<file path="src/rtl/mem_stage_wait.sv">
// ============================================================================
// mem_stage_wait : registered MEM/WB boundary with a wait-stated data memory.
// Optional perf counters: define MEM_STAGE_PERF_EN.
// Revision: 1.0 - initial release
// ============================================================================
`default_nettype none

module mem_stage_wait #(
  parameter int DATA_W      = 32,
  parameter int DEPTH       = 64,
  parameter int DEST_W      = 4,
  parameter int BASE_ADDR   = 1024,
  parameter int WAIT_CYCLES = 4
) (
  input  logic              clk,
  input  logic              rst,
  input  logic              WB_EN_IN,
  input  logic              MEM_R_EN_IN,
  input  logic              MEM_W_EN_IN,
  input  logic [DATA_W-1:0] ALU_Res_IN,
  input  logic [DATA_W-1:0] VAL_RM_IN,
  input  logic [DEST_W-1:0] Dest_IN,
  output logic              ready,
  output logic              WB_EN,
  output logic              MEM_R_EN,
  output logic [DATA_W-1:0] ALU_Res,
  output logic [DATA_W-1:0] DATA,
  output logic [DEST_W-1:0] Dest,
  output logic              ADDR_ERR
`ifdef MEM_STAGE_PERF_EN
  ,
  output logic [31:0]       stall_cnt,
  output logic [31:0]       mem_op_cnt
`endif
);

  localparam int BYTE_LSB = $clog2(DATA_W / 8);
  localparam int AW       = (DEPTH > 1) ? $clog2(DEPTH) : 1;
  localparam int CW       = $clog2(WAIT_CYCLES + 1);

  localparam logic [1:0]        c_IDLE     = 2'd0;
  localparam logic [1:0]        c_ACCESS   = 2'd1;
  localparam logic [1:0]        c_DONE     = 2'd2;
  localparam logic [DATA_W-1:0] c_BASE     = DATA_W'(BASE_ADDR);
  localparam logic [DATA_W-1:0] c_DEPTH    = DATA_W'(DEPTH);
  localparam logic [CW-1:0]     c_CNT_LOAD = CW'(WAIT_CYCLES - 1);

  logic [1:0]        state_q, state_d;
  logic [CW-1:0]     cnt_q, cnt_d;
  logic              w_req, w_load, w_mem_done, w_misalign, w_addr_err;
  logic [DATA_W-1:0] w_offset, w_index_full;
  logic [AW-1:0]     w_index;
  logic [DATA_W-1:0] mem_q [DEPTH];

  assign w_req        = MEM_R_EN_IN | MEM_W_EN_IN;
  // Both enables together behave as a store.
  assign w_load       = MEM_R_EN_IN & ~MEM_W_EN_IN;
  assign w_offset     = ALU_Res_IN - c_BASE;
  assign w_index_full = w_offset >> BYTE_LSB;
  assign w_index      = w_index_full[AW-1:0];
  assign w_mem_done   = (state_q == c_DONE);

  generate
    if (BYTE_LSB > 0) begin : g_align
      assign w_misalign = |w_offset[BYTE_LSB-1:0];
    end else begin : g_no_align
      assign w_misalign = 1'b0;
    end
  endgenerate

  assign w_addr_err = (ALU_Res_IN < c_BASE) | w_misalign | (w_index_full >= c_DEPTH);

  always_ff @(posedge clk) begin
    if (rst) begin
      state_q <= c_IDLE;
      cnt_q   <= '0;
    end else begin
      state_q <= state_d;
      cnt_q   <= cnt_d;
    end
  end

  always_comb begin
    state_d = state_q;
    cnt_d   = cnt_q;
    case (state_q)
      c_IDLE: begin
        if (w_req) begin
          state_d = c_ACCESS;
          cnt_d   = c_CNT_LOAD;
        end
      end
      c_ACCESS: begin
        if (cnt_q == '0) state_d = c_DONE;
        else             cnt_d   = cnt_q - CW'(1);
      end
      c_DONE:  state_d = c_IDLE;
      default: state_d = c_IDLE;
    endcase
  end

  always_comb begin
    ready = 1'b0;
    case (state_q)
      c_IDLE:  ready = ~w_req;
      c_DONE:  ready = 1'b1;
      default: ready = 1'b0;
    endcase
  end

  // While stalled the register holds a bubble; payload fields keep their values.
  always_ff @(posedge clk) begin
    if (rst) begin
      WB_EN    <= 1'b0;
      MEM_R_EN <= 1'b0;
      ALU_Res  <= '0;
      DATA     <= '0;
      Dest     <= '0;
      ADDR_ERR <= 1'b0;
    end else if (ready) begin
      WB_EN   <= WB_EN_IN;
      ALU_Res <= ALU_Res_IN;
      Dest    <= Dest_IN;
      if (w_mem_done) begin
        MEM_R_EN <= w_load;
        DATA     <= (w_load && !w_addr_err) ? mem_q[w_index] : '0;
        ADDR_ERR <= w_addr_err;
      end else begin
        MEM_R_EN <= 1'b0;
        DATA     <= '0;
        ADDR_ERR <= 1'b0;
      end
    end else begin
      WB_EN    <= 1'b0;
      MEM_R_EN <= 1'b0;
      ADDR_ERR <= 1'b0;
    end
  end

  always_ff @(posedge clk) begin
    if (!rst && w_mem_done && MEM_W_EN_IN && !w_addr_err) begin
      mem_q[w_index] <= VAL_RM_IN;
    end
  end

`ifdef MEM_STAGE_PERF_EN
  always_ff @(posedge clk) begin
    if (rst) begin
      stall_cnt  <= '0;
      mem_op_cnt <= '0;
    end else begin
      if (!ready)     stall_cnt  <= stall_cnt + 32'd1;
      if (w_mem_done) mem_op_cnt <= mem_op_cnt + 32'd1;
    end
  end
`endif

endmodule

`default_nettype wire

</file>
<file path="config.mk">
export PLATFORM = sky130hd
export DESIGN_NAME = mem_stage_wait
export DESIGN_NICKNAME = d
export VERILOG_FILES = /design/src/rtl/mem_stage_wait.sv
export SDC_FILE = /design/constraint.sdc
export NUM_CORES = 2
export LEC_CHECK = 0
export ABC_AREA = 1
export BUFFER_PORTS_ARGS = -buffer_cell sky130_fd_sc_hd__buf_2
export CAP_MARGIN = 25
export CORE_MARGIN = 10
export CORE_UTILIZATION = 55
export CTS_BUF_LIST = sky130_fd_sc_hd__clkbuf_4 sky130_fd_sc_hd__clkbuf_8
export DETAILED_ROUTE_END_ITERATION = 10
export GPL_TIMING_DRIVEN = 0
export HOLD_SLACK_MARGIN = 0.08
export PLACE_DENSITY_LB_ADDON = 0.1
export SYNTH_ARGS = -nofsm -noshare
export SYNTH_HDL_FRONTEND = slang
export SYNTH_SLANG_ARGS = --single-unit
</file>
<file path="constraint.sdc">
create_clock -name clk -period 5.2 [get_ports clk]
set_clock_uncertainty 0.1 [all_clocks]
set_input_delay 0 -clock clk [delete_from_list [all_inputs] [get_ports clk]]
set_output_delay 0 -clock clk [all_outputs]
set_load 0.02 [all_outputs]
</file>
==> metrics.md <==
| Metric | Value |
|---|---|
| Commonest non-fill, non-tap cell in the layout | `nor2_1` |
| Cells after synthesis | `7858` |
| Worst Path Arrival | `5.36 ns` |
| Setup crit end kind | `flip-flop` |
| Via count | `65390` |
| P_sw | `a little under 0.009 W` |
| Reg2Reg Depth | `9` |
| RSZ-0062 raised after global routing | `no` |
| Post-synthesis average cell area | `11.02 µm²` |
| Slew Limit Headroom | `about 16%` |
| First-pass GRT wire length | `roughly 440 mm` |
| P_leak | `38.17 nW` |
| CTS tree | `done` |
| Comb power frac | `under 10%` |
| Initial core utilization | `55.36%` |
| Clock root buffer master | `clkbuf_8` |
| Crit path cell chain | `dlygate4sd3_1 -> dlygate4sd3_1 -> buf_2 -> nor2_1 -> dlygate4sd3_1 -> nand2_1 -> dlygate4sd3_1 -> nor2_1 -> nand2_1 -> nand2_1 -> nand2_1 -> nor2_1 -> nand2_1 -> nor2_2 -> and2_1 -> buf_4 -> nand4_4 -> nor2_4 -> buf_16` |
| Internal power | `0.02704 W` |
| Hold path start | `ALU_Res_IN[17]` |
| Longest Clk Path Bufs | `4` |
| Max cap viols | `0` |
| Initial antenna violation count | `30` |
| Reg2Reg Launch Point | `state_q[1]` |
| Initial DRC count | `between 10000 and 15000` |
| Core Region | `156400 µm²` |
| Count of final setup violators | `0` |
| H-tree levels | `5` |
| Nets@finish | `between 8000 and 9000` |
| Slew @ Worst Pin | `approximately 1.3 ns` |
| HPWL Detailed | `209.3 mm` |
| Worst Path Required | `5.86 ns` |
| Post-synth net total | `7933` |
| #FFs+latches synth | `around 2100` |
| Die X | `416.8 µm` |
| # port buffers | `142` |
| Final hold vios | `0` |
| DP Cell Count | `approximately 10000` |
| Total GRT Usage | `35.90%` |
| Netlist cell types | `34` |
| Vias in the first global route | `61250` |
| CP max stage cell | `nor2_4` |
| CP max FO | `18` |
| Row count | `approximately 150` |
| Top-area cell type share of the netlist area | `71.03%` |
| CP Class | `in2reg` |
| CP bufs+invs | `7` |
| Router iterations before antenna repair | `8` |
| Die ar. | `173700 µm²` |
| Hold_buf cts | `218` |
| Gpl congestion | `1.021` |
| Share of layout cells above drive strength 1 | `approximately 11%` |
| Top cell type by total area after synthesis | `edfxtp_1` |
| Max IR drop VDD | `roughly 280 µV` |
| Highest clock rate | `around 210 MHz` |
| Clk_lat worst skew | `roughly 1.1 ns` |
| Type of origin of the critical path | `primary input` |
| Clock Power Share | `39.7%` |
| Synth-to-Final Area Change | `17.39%` |
| Resized cells post-CTS | `0` |
| Sink Count | `2124` |
| Detail Route Antenna Nets | `0` |
| Commonest cells after routing, fill and taps aside | `2066 x nor2_1, 2048 x edfxtp_1, 1752 x nand2_1` |
| FFs w/ async S/R, synth | `0%` |
| Cell area after synthesis | `86580 µm²` |
| Most used DFF post-synth | `edfxtp_1` |
| Crit-path max cell delay | `approximately 0.93 ns` |
| Seq pwr share | `a little over half` |
| Seq/Total Area, Yosys | `72.79%` |
| Min-Delay Path Class | `in2reg` |
| Crit-path most repeated cell | `nand2_1` |
| Pin count of the biggest net entering global routing | `65` |
| Num CTS Buffers | `356` |
| CP top delay family | `buffers and inverters` |
| DR vias/cell | `5.952` |
| Remaining DRCs | `0` |
| DIE HEIGHT | `416.8 µm` |
| Hold slack | `0.1218 ns` |
| GRT overflow | `0` |
| I/O Pins | `roughly 150` |
| Setup TNS | `0 ns` |
| Syn. warnings | `0` |
| Worst R2R End | `mem_q[56][17]` |
| Post-CTS setup buffers | `0` |
| Hold path depth | `10` |
| Outcome | `completed` |
| Sw Ratio | `24.48%` |
| Final Max Tran Viols | `0` |
| Worst R2R Setup Slack | `1.28 ns` |
| Power Dens Cells | `352.2 nW/µm²` |
| Critical path depth in cells | `19` |
| Reg clk slew, reported paths | `roughly 0.060 ns` |
| Synth area leaders | `edfxtp_1 71%, nor2_1 9.2%, nand2_1 7.6%` |
| Routed wire per std cell | `28.99 µm` |
| Fin crit period | `4.706 ns` |
| Drt total wl | `approximately 320 mm` |
| Hold worst-path end | `ADDR_ERR` |
| Post-Layout Cell Count | `10990` |
| Part of the cycle the worst path needs | `just over 90%` |
| Post-synth EDFFs | `2048` |
-- how the worst max path moves through the flow --
stage                        start            end  slack [ns]
detailed placement   ALU_Res_IN[5]   mem_q[13][7]        1.03
CTS                 ALU_Res_IN[23]  mem_q[56][17]        0.74
global placement     ALU_Res_IN[5]   mem_q[1][15]       -2.13
finish              ALU_Res_IN[23]  mem_q[56][17]        0.49
floorplan               state_q[1]    mem_q[0][0]        1.75
global route        ALU_Res_IN[23]  mem_q[56][17]        0.44
-- worst register-to-register path, stage by stage (launching register included) --
cell and delay [ns]:
dfxtp_1 0.33, inv_1 0.06, nor2_1 0.21, inv_2 0.14, nor2_1 0.17, inv_1 0.08
nor2_2 0.77, nand4_4 0.53, nor2_4 0.94, buf_16 0.27
-- power groups by stage --
stage / clock [W] / sequential [W] / combinational [W]
after floorplan: 0 / 0.0192 / 0.00105
after global placement: 0 / 0.0192 / 0.00232
after detailed placement: 0 / 0.0192 / 0.00244
after CTS: 0.0142 / 0.0188 / 0.00264
after global routing: 0.0150 / 0.0188 / 0.00290
final: 0.0142 / 0.0188 / 0.00278
-- kinds of logic after synthesis --
kind of cell,Yosys count,share of synthesized area (%)
flip-flops,2124,72.79
adder cells (fa/ha/maj),2,0.02890
AO/OA/AOI/OAI,1095,6.447
AND/OR/NAND/NOR,3990,17.73
XOR/XNOR,1,0.01012
buffers and inverters,646,2.996
-- registers in the layout (all words and copies together) (netlist names) --
name	cells
DATA	32
ALU_Res	32
cnt_q	3
Dest	4
WB_EN	1
MEM_R_EN	1
ADDR_ERR	1
mem_q	2048
state_q	2
-- through the flow --
step	utilization, %	total power [W]	instance area [µm²]	setup WS [ns]
5_1_grt	64.99	0.03670	101600	0.4372
6_report	64.99	0.03580	101600	0.4943
2_1_floorplan	-	0.02025	86580	1.750
3_5_place_dp	59.19	0.02160	92570	1.033
4_1_cts	64.87	0.03566	101500	0.7411
3_3_place_gp	57.47	0.02149	89870	-2.130
-- layer usage --
metal  vias up  track usage, %  routed length, µm
met5         -               0                 51
met4         8           18.54              19010
met3       759           10.23              44940
met2      4555           52.83             137500
met1     31780           48.69             117000
li1      28290               -                  -
-- synthesized netlist by cell type (6+ instances only) --
cell type / n
a21oi_1: 92
buf_1: 53
buf_2: 120
clkbuf_1: 251
dfxtp_1: 76
edfxtp_1: 2048
inv_1: 216
nand2_1: 1752
nand3_1: 58
nand4_4: 9
nor2_1: 2130
nor2_2: 6
nor3_1: 11
o21ai_0: 850
o21ai_1: 78
o22ai_1: 69
-- layout make-up --
class / count / area, µm²
timing repair buffer: 470 / 5439
clock buffer: 488 / 5978
inverter: 219 / 822.0
buffer: 427 / 1775
tap: 2058 / 2575
fill: 12110 / 54740
clock inverter: 104 / 544.3
sequential: 2124 / 63020
multi-input combinational: 5088 / 21470
antenna: 8 / 20.02
Power figures use the tool's default switching activity.
